==> config.mk <==
export PLATFORM = sky130hd
export DESIGN_NAME = ir_line_counter_multi
export DESIGN_NICKNAME = d
export VERILOG_FILES = /design/src/rtl/ir_pkg.sv /design/src/rtl/ir_channel_track.sv /design/src/rtl/ir_line_counter_multi.sv
export SDC_FILE = /design/constraint.sdc
export NUM_CORES = 1
export LEC_CHECK = 0
export ABC_AREA = 1
export CORE_MARGIN = 2
export CORE_UTILIZATION = 30
export CTS_BUF_LIST = sky130_fd_sc_hd__clkbuf_4
export CTS_CLUSTER_SIZE = 30
export DETAILED_ROUTE_END_ITERATION = 12
export GPL_TIMING_DRIVEN = 0
export PLACE_DENSITY = 0.54
export SLEW_MARGIN = 20
export SYNTH_ARGS = -nofsm -noshare
export SYNTH_HDL_FRONTEND = slang
export SYNTH_HIERARCHICAL = 1
export SYNTH_SLANG_ARGS = --single-unit
==> constraint.sdc <==
create_clock -name clock -period 2.25 [get_ports clock]
set_input_delay 0.45 -clock clock [delete_from_list [all_inputs] [get_ports clock]]
set_output_delay 0.45 -clock clock [all_outputs]
set_load 0.01 [all_outputs]
==> src/rtl/ir_pkg.sv <==
// Shared types and constants for the multi-channel IR line counter.
package ir_pkg;

    localparam logic [1:0] MODE_ENTER = 2'b00;
    localparam logic [1:0] MODE_EXIT  = 2'b01;
    localparam logic [1:0] MODE_BOTH  = 2'b10;

    typedef enum logic [1:0] {
        IDLE,
        CHARGE,
        DISCHARGE,
        EVAL
    } ir_state_e;

    function automatic int tw_calc(input int timeout);
        return $clog2(timeout + 1);
    endfunction

endpackage

==> src/rtl/ir_channel_track.sv <==
// One sensor channel: discharge-time latch, threshold compare, debounce,
// edge qualification and saturating counter. IR_RAW_TIME_EN adds raw_time_o.
module ir_channel_track
    import ir_pkg::*;
#(
    parameter int TW         = 11,
    parameter int MIN_STABLE = 2,
    parameter int CNT_W      = 8
) (
    input  logic             clock,
    input  logic             reset,
    input  logic             charge_i,
    input  logic             disch_i,
    input  logic             eval_i,
    input  logic             clear_i,
    input  logic             timeout_i,
    input  logic [TW-1:0]    t_i,
    input  logic             sync_i,
    input  logic [TW-1:0]    threshold_i,
    input  logic [1:0]       mode_i,
    output logic             done_o,
    output logic             is_black_o,
    output logic             edge_o,
    output logic [CNT_W-1:0] count_o,
`ifdef IR_RAW_TIME_EN
    output logic [TW-1:0]    raw_time_o,
`endif
    output logic             ovf_o
);

    localparam int SW = $clog2(MIN_STABLE + 1);

    logic [TW-1:0]    time_q, time_d;
    logic             latched_q, latched_d;
    logic [SW-1:0]    stab_q, stab_d;
    logic             black_q, black_d;
    logic             edge_q, edge_d;
    logic [CNT_W-1:0] cnt_q, cnt_d;
    logic             ovf_q, ovf_d;
    logic             raw;
    logic             counted;

    assign done_o     = latched_q | ~sync_i;
    assign is_black_o = black_q;
    assign edge_o     = edge_q;
    assign count_o    = cnt_q;
    assign ovf_o      = ovf_q;
    assign raw        = (time_q >= threshold_i);

    // A channel still high at the timeout cycle latches t, which equals TIMEOUT.
    always_comb begin
        time_d    = time_q;
        latched_d = latched_q;
        if (charge_i) begin
            latched_d = 1'b0;
        end else if (disch_i && !latched_q && (!sync_i || timeout_i)) begin
            time_d    = t_i;
            latched_d = 1'b1;
        end
    end

    always_comb begin
        stab_d  = stab_q;
        black_d = black_q;
        counted = 1'b0;
        if (eval_i) begin
            if (raw != black_q) begin
                if (stab_q == SW'(MIN_STABLE - 1)) begin
                    black_d = ~black_q;
                    stab_d  = '0;
                    case (mode_i)
                        MODE_ENTER:       counted = ~black_q;
                        MODE_EXIT:        counted = black_q;
                        MODE_BOTH, 2'b11: counted = 1'b1;
                        default:          counted = 1'b0;
                    endcase
                end else begin
                    stab_d = stab_q + 1'b1;
                end
            end else begin
                stab_d = '0;
            end
        end
    end

    // Clear takes priority over a same-cycle increment; the pulse still fires.
    always_comb begin
        edge_d = counted;
        cnt_d  = cnt_q;
        ovf_d  = ovf_q;
        if (clear_i) begin
            cnt_d = '0;
            ovf_d = 1'b0;
        end else if (counted) begin
            if (&cnt_q) begin
                ovf_d = 1'b1;
            end else begin
                cnt_d = cnt_q + 1'b1;
            end
        end
    end

    always_ff @(posedge clock or negedge reset) begin
        if (!reset) begin
            time_q    <= '0;
            latched_q <= 1'b0;
            stab_q    <= '0;
            black_q   <= 1'b0;
            edge_q    <= 1'b0;
            cnt_q     <= '0;
            ovf_q     <= 1'b0;
        end else begin
            time_q    <= time_d;
            latched_q <= latched_d;
            stab_q    <= stab_d;
            black_q   <= black_d;
            edge_q    <= edge_d;
            cnt_q     <= cnt_d;
            ovf_q     <= ovf_d;
        end
    end

`ifdef IR_RAW_TIME_EN
    logic [TW-1:0] raw_time_q, raw_time_d;

    always_comb begin
        raw_time_d = raw_time_q;
        if (eval_i) begin
            raw_time_d = time_q;
        end
    end

    always_ff @(posedge clock or negedge reset) begin
        if (!reset) begin
            raw_time_q <= '0;
        end else begin
            raw_time_q <= raw_time_d;
        end
    end

    assign raw_time_o = raw_time_q;
`endif

endmodule

==> src/rtl/ir_line_counter_multi.sv <==
// Multi-channel RC reflectance measurement: shared charge/discharge FSM
// driving CHANNELS trackers. Define IR_RAW_TIME_EN to export raw_time.
module ir_line_counter_multi
    import ir_pkg::*;
#(
    parameter int CHANNELS      = 4,
    parameter int TIMEOUT       = 2000,
    parameter int CHARGE_CYCLES = 10,
    parameter int MIN_STABLE    = 2,
    parameter int CNT_W         = 8,
    localparam int TW           = tw_calc(TIMEOUT)
) (
    input  logic                      clock,
    input  logic                      reset,
    input  logic                      enable,
    input  logic                      clear,
    input  logic [1:0]                mode,
    input  logic [TW-1:0]             threshold,
    input  logic [CHANNELS-1:0]       sensor_in,
    output logic                      sensor_oe,
    output logic [CHANNELS-1:0]       is_black,
    output logic [CHANNELS-1:0]       edge_pulse,
    output logic [CHANNELS*CNT_W-1:0] counts,
    output logic [CHANNELS-1:0]       overflow,
`ifdef IR_RAW_TIME_EN
    output logic [CHANNELS*TW-1:0]    raw_time,
`endif
    output logic                      sample_valid
);

    localparam int CCW = (CHARGE_CYCLES > 1) ? $clog2(CHARGE_CYCLES) : 1;

    ir_state_e           state_q, state_d;
    logic [CCW-1:0]      charge_cnt_q, charge_cnt_d;
    logic [TW-1:0]       t_q, t_d;
    logic [CHANNELS-1:0] sync1_q, sync2_q;
    logic                sample_valid_q;
    logic [CHANNELS-1:0] done;
    logic                timeout_hit;

    assign timeout_hit  = (t_q == TW'(TIMEOUT));
    assign sensor_oe    = (state_q == CHARGE);
    assign sample_valid = sample_valid_q;

    // Enable is only looked at in IDLE, so a started measurement always completes.
    always_comb begin
        state_d      = state_q;
        charge_cnt_d = charge_cnt_q;
        t_d          = t_q;
        case (state_q)
            IDLE: begin
                charge_cnt_d = '0;
                t_d          = '0;
                if (enable) begin
                    state_d = CHARGE;
                end
            end
            CHARGE: begin
                if (charge_cnt_q == CCW'(CHARGE_CYCLES - 1)) begin
                    state_d      = DISCHARGE;
                    charge_cnt_d = '0;
                end else begin
                    charge_cnt_d = charge_cnt_q + 1'b1;
                end
            end
            DISCHARGE: begin
                if ((&done) || timeout_hit) begin
                    state_d = EVAL;
                end else begin
                    t_d = t_q + 1'b1;
                end
            end
            EVAL: begin
                state_d = IDLE;
                t_d     = '0;
            end
            default: state_d = IDLE;
        endcase
    end

    always_ff @(posedge clock or negedge reset) begin
        if (!reset) begin
            state_q        <= IDLE;
            charge_cnt_q   <= '0;
            t_q            <= '0;
            sync1_q        <= '0;
            sync2_q        <= '0;
            sample_valid_q <= 1'b0;
        end else begin
            state_q        <= state_d;
            charge_cnt_q   <= charge_cnt_d;
            t_q            <= t_d;
            sync1_q        <= sensor_in;
            sync2_q        <= sync1_q;
            sample_valid_q <= (state_q == EVAL);
        end
    end

    for (genvar i = 0; i < CHANNELS; i++) begin : g_ch
        ir_channel_track #(
            .TW         (TW),
            .MIN_STABLE (MIN_STABLE),
            .CNT_W      (CNT_W)
        ) u_track (
            .clock       (clock),
            .reset       (reset),
            .charge_i    (state_q == CHARGE),
            .disch_i     (state_q == DISCHARGE),
            .eval_i      (state_q == EVAL),
            .clear_i     (clear),
            .timeout_i   (timeout_hit),
            .t_i         (t_q),
            .sync_i      (sync2_q[i]),
            .threshold_i (threshold),
            .mode_i      (mode),
            .done_o      (done[i]),
            .is_black_o  (is_black[i]),
            .edge_o      (edge_pulse[i]),
            .count_o     (counts[i*CNT_W +: CNT_W]),
`ifdef IR_RAW_TIME_EN
            .raw_time_o  (raw_time[i*TW +: TW]),
`endif
            .ovf_o       (overflow[i])
        );
    end

endmodule

=== Word-level counts from Yosys, hierarchy flattened ===
Index checks and enable logic that the tools add are counted.

* Input port bits: 21
* Output and inout port bits: 46
* Register bits: 126
* Latch bits: 0
* RAM bits: 0
* Memories: 0
* ROM bits: 0

* Reduce and logical (&&, ||, !) cells: 62
* Multiply operators: 0
* Mux-type cells: 64
* Bitwise gates (word level): 13
* $lt $le $gt $ge: 4
* Eq/ne operators: 24
* $add $sub $neg: 10
* Shift-type cells: 0
* Div/mod/pow operators: 0

{| class="wikitable"
|+ Operator list
! cell !! number
|-
| $mux 8 || 12
|-
| $ge 11x11->1 || 4
|-
| $add 8x1->8 const B || 4
|-
| $mux 1 || 32
|-
| $reduce_and 8->1 || 4
|-
| $reduce_bool 2->1 || 14
|-
| $reduce_and 2->1 || 13
|-
| $mux 2 || 11
|-
| $pmux 11 s2 || 1
|-
| $reduce_and 3->1 || 5
|-
| $ne 2x2->1 const B || 7
|-
| $eq 2x1->1 const B || 6
|-
| $pmux 1 s3 || 4
|-
| $add 11x1->11 const B || 1
|-
| $eq 11x11->1 const B || 1
|-
| $mux 11 || 1
|-
| $not 1->1 || 9
|-
| $add 2x1->2 const B || 4
|-
| $eq 2x2->1 const B || 4
|-
| $logic_and 1x1->1 || 8
|-
| $logic_not 1->1 || 8
|-
| $pmux 2 s4 || 1
|-
| $pmux 4 s2 || 1
|-
| $logic_or 1x1->1 || 5
|-
| other kinds (9) || 17
|}

=== Longest topological paths before layout ===
* Depth in word-level cells: 8
* Mapped depth: 14

=== Modules after synthesis ===
Netlist, hierarchy kept.

{| class="wikitable"
|+ By module, submodules not included
! module !! times used !! area an instance (sq um) !! seq. area each (sq um) !! cells each
|-
| ir_channel_track || 4 || 1557.7 || 625.6 || 191
|-
| ir_line_counter_multi || 1 || 1418.9 || 650.6 || 177
|}

=== Worst setup path before layout ===
OpenSTA, ideal clock, no wires.

* Kind: register to register
* From: register t_q[0]
* To: register g_ch[0].u_track.time_q[10]
* Setup slack: 0.249 ns
* Library setup time: 0.125 ns
* Arrival time: 1.876 ns
* Buffers on the path: 1
* Period minus slack after synthesis: 2.001 ns
* Stages on the path, launching flop included: 10
* Cells stage by stage: dfrtp_1 inv_1 ha_1 nand2_1 nor2_2 nand3_4 inv_1 o211ai_1 buf_2 mux2_2

* Word-level cells in the longest chain between the ends: 4

{| class="wikitable"
|+ Ends and longest elaborated chain
! item !! RTL line !! RTL
|-
| from (decl) || ir_line_counter_multi.sv:35 || <nowiki>logic [TW-1:0] t_q, t_d;</nowiki>
|-
| from (signal assigned) || ir_line_counter_multi.sv:92 || <nowiki>t_q <= t_d;</nowiki>
|-
| $eq 11x11->1 || ir_line_counter_multi.sv:41 || <nowiki>assign timeout_hit = (t_q == TW'(TIMEOUT));</nowiki>
|-
| via timeout_hit || ir_line_counter_multi.sv:39 || <nowiki>logic timeout_hit;</nowiki>
|-
| $logic_or 1x1->1 || ir_channel_track.sv:56 || <nowiki>end else if (disch_i && !latched_q && (!sync_i || timeout_i)) begin</nowiki>
|-
| $logic_and 1x1->1 || ir_channel_track.sv:56 ||
|-
| $reduce_and 2->1 (no source line) || -- ||
|-
| to (signal assigned) || ir_channel_track.sv:113 || <nowiki>time_q <= time_d;</nowiki>
|-
| to (decl) || ir_channel_track.sv:33 || <nowiki>logic [TW-1:0] time_q, time_d;</nowiki>
|}

The timed path passes the listed nets, and every way through them passes these cells.
A chain may end at the register's enable or synchronous reset.

=== Worst setup path in the final report ===
* From: register t_q[1]
* To: register g_ch[2].u_track.time_q[7]

* Word-level cells in the longest chain between the ends: 4

{| class="wikitable"
|+ Ends and longest elaborated chain
! item !! RTL line
|-
| $eq 11x11->1 || ir_line_counter_multi.sv:41
|-
| via timeout_hit || ir_line_counter_multi.sv:39
|-
| $logic_or 1x1->1 || ir_channel_track.sv:56
|-
| $logic_and 1x1->1 || ir_channel_track.sv:56
|-
| $reduce_and 2->1 (no source line) || --
|-
| to (signal assigned) || ir_channel_track.sv:113
|-
| to (decl) || ir_channel_track.sv:33
|}

The timed path passes the listed nets, and every way through them passes these cells.

==> metrics.cfg <==
[outcome]
status=finished, final reports clean

[cells_and_area]
fill_cells=2662
fin_util_pct=36.4
syn_to_final_growth_pct=19.4
final_nets=1114
drive_above_1_share_pct=14.3
num_antenna_cells=0

[detailed_routing]
routed_wl_um=17500
drt-pass1-iter-count=6
via_per_inst=4.39
drt_iter0_markers=347
drtAntennaViolNets=0
wire_per_inst_um=12.7
routed-via-count=6053
drc=0

[power]
cellPowerDensity_nw_per_um2=695
total_power_mw=6.35
switching_power_mw=2.32
p_leak_nw=4.85
comb_power_share_pct=31.7
seqPwrFrac_pct=43.5
clockPowerShare_pct=24.7
ir_worst_vdd_v=0.000511
switching_share_pct=36.6
internal_power_mw=4.02

[logic_synthesis]
ys.flop_type=dfrtp_1
synth-edff-count=0
yosysSeqAreaShare_pct=41.2
syn-cell-area_um2=7650
synthCells=941
synth-seq-cells=126
ys_types=35
syn_area_per_cell_um2=8.13
async_flop_share_pct=100
yosysWarnings=6
synth_nets=1019

[setup_path]
crit_path_start_kind=register
cp.required_ps=2670
ff2ff_path_depth=9
critPathCaptureType=register
critPathKind=register to register
cp_num_buf_inv=3
cp.arrival_ps=2550
reg2reg_setup_slack_ps=120
worst_path_max_delay_cell=dfrtp_2
critical_path.max_stage_delay_ps=530
cp-startpoint=t_q[1]
r2r_start=t_q[1]
crit_chain=inv_1, ha_1, nand2_1, nor2_2, nand3_4, inv_1, o211ai_1, clkbuf_4, mux2_2
path_max_fanout=10
cp_top_family=flip-flops
cpMostUsedCell=inv_1
rr_endpoint=g_ch[2].u_track/time_q[7]

[sta]
relSlewSlack_pct=70.3
tightest_slew_ps=445
setup_violations=0
skew_ps=25.5
hold_viol_final=0
fin_crit_sh_pct=94.8
grt_setup_unrepaired=false
finalSetupTns_ps=0
fmax_mhz=469
fin_crit_ps=2130
worst_slack_ps=116
slew_viol_final=0

[placed_design]
dp_hpwl_um=12800
io_buffers=65
dp_slack_ps=-527
gp_congestion=0.820

[floorplanning]
design.core.area_um2=25100
die_y_um=164
ios=67
rows=58
start_util_pct=30.5
die_width_um=164
die_area_um2=26800

[global_routing]
antenna_found_initial=0
grt_use_total_pct=13.6
grt_pass1_wl_um=28600
first_global_vias=5789
grt_max_degree=82
grt-ovfl-total=0

[flow_run]
cap_violations=0

[clocking]
clockBufferDepth=2
insertion_delay_ps=540
cts_sinks=126
cts_tree=done
cts_inserted_buffers=17
root_buffer=clkbuf_4
htreeDepth=4
clk_pin_slew_ps=130

[hold_path]
min_path_type=input port to register
min_to=g_ch[3].u_track/count_o[3]
hold_path_depth=4
min_from=clear

==> worst max-delay path by stage <==
stage,end,slack [ps],cells past startpoint
2_1_floorplan,g_ch[0].u_track/time_q[10],250,9
3_3_place_gp,charge_cnt_q[1],-4710,1
3_5_place_dp,g_ch[3].u_track/count_o[5],-530,13
4_1_cts,g_ch[2].u_track/time_q[7],9,9
5_1_grt,g_ch[0].u_track/count_o[0],4,15
6_report,g_ch[2].u_track/time_q[7],120,9
==> per-stage QoR <==
step	std cells	instance area, um^2	hold WS [ps]
4_1_cts	1376	9090	173
5_1_grt	1379	9130	199
2_1_floorplan	941	7650	154
3_3_place_gp	1336	8710	334
6_report	1379	9130	238
3_5_place_dp	1337	8750	335
==> flip-flops by register name, indices dropped and copies added (netlist names) <==
signal and flops:
sample_valid 1, g_ch.u_track/edge_o 4, g_ch.u_track/stab_q 8, g_ch.u_track/is_black_o 4, sync1_q 4, g_ch.u_track/count_o 32, g_ch.u_track/ovf_o 4, g_ch.u_track/latched_q 4
state_q 2, t_q 11, g_ch.u_track/time_q 44, sync2_q 4, charge_cnt_q 4
==> cells in the final DEF, fill, tap and decap left out, types with 16 or more instances in the layout <==
| cell | instances |
|---|---|
| nand2_1 | 238 |
| clkdlybuf4s50_1 | 61 |
| o21ai_0 | 17 |
| dfrtp_1 | 123 |
| ha_1 | 55 |
| nor3_1 | 16 |
| nand3_1 | 75 |
| inv_1 | 157 |
| mux2_2 | 40 |
| clkbuf_4 | 18 |
| nor2_1 | 95 |
==> synthesized netlist by cell type, types with 2 or more instances <==
cell type / number / share of area [%]
nand2_2: 9 / 0.74
dfrtp_1: 126 / 41
nor3b_1: 8 / 0.79
a21boi_0: 4 / 0.39
buf_2: 6 / 0.39
nor3_1: 16 / 1.0
nand2_4: 9 / 1.3
nor2_2: 9 / 0.74
nand4_1: 2 / 0.16
o211ai_1: 4 / 0.39
ha_1: 57 / 9.3
mux2_2: 40 / 5.9
nor2_1: 95 / 4.7
nand2_1: 238 / 12
nand4_2: 4 / 0.65
nand3_1: 75 / 4.9
buf_4: 4 / 0.39
a21oi_1: 12 / 0.79
mux2i_1: 4 / 0.52
xor2_1: 9 / 1.0
o21ai_2: 4 / 0.46
o22ai_1: 2 / 0.16
inv_1: 158 / 7.8
nand3_2: 8 / 1.0
a31oi_1: 4 / 0.33
a21oi_2: 4 / 0.46
xnor2_1: 6 / 0.69
o21ai_0: 17 / 1.1
==> power by group through the flow <==
stage / registers [mW] / clock network, mW / logic, mW
global placement: 2.81 / 0 / 1.92
detailed placement: 2.82 / 0 / 1.95
finish: 2.76 / 1.57 / 2.01
CTS: 2.77 / 1.65 / 2.02
floorplan: 2.79 / 0 / 1.28
global route: 2.81 / 1.74 / 2.30
==> tightest hold or removal path: stages <==
cell     delay, ps
buf_4          130
nor2_1          50
nand3_1         70
nand2_1         50
==> per-layer routing <==
| metal | vias to the layer above | track usage, % | wire [um] |
|---|---|---|---|
| met4 | 0 | 2.95 | 157 |
| met1 | 2811 | 17.8 | 8490 |
| li1 | 3165 | - | - |
| met5 | - | 0 | 0 |
| met3 | 13 | 2.92 | 575 |
| met2 | 64 | 23.1 | 8270 |
==> final cells by class <==
| cell class | count | area (um^2) | share of cell area (%) |
|---|---|---|---|
| inverters | 159 | 597 | 6.54 |
| plain buffers | 11 | 85.1 | 0.932 |
| flip-flops and latches | 126 | 3160 | 34.6 |
| well taps | 330 | 413 | 4.52 |
| repair buffers | 76 | 768 | 8.41 |
| clock buffers | 17 | 128 | 1.40 |
| clock inverters | 15 | 146 | 1.60 |
| multi-input cells | 645 | 3840 | 42.0 |
==> timing repair <==
item	4_1_cts	5_1_grt
pin swaps	4	1
gates cloned	0	0
endpoints found under the setup margin	43	49
hold endpoints to repair	45	0
hold buffers	1	0
buffers inserted	6	3
gates resized for setup	5	8
==> kinds of logic (layout without fill, tap and decap cells) <==
group                      count (synthesis)  in the layout  share of synthesized area [%]
buffers and inverters                    170            278                           8.85
xor gates and xnor gates                  15             15                           1.72
adders and majority gates                 57             57                           9.32
and+or+nand+nor                          476            476                           28.2
AOI/OAI and AO/OA                         53             53                           4.29
muxes                                     44             44                           6.41
DFF                                      126            126                           41.2
(Power assumes the default switching activity.)
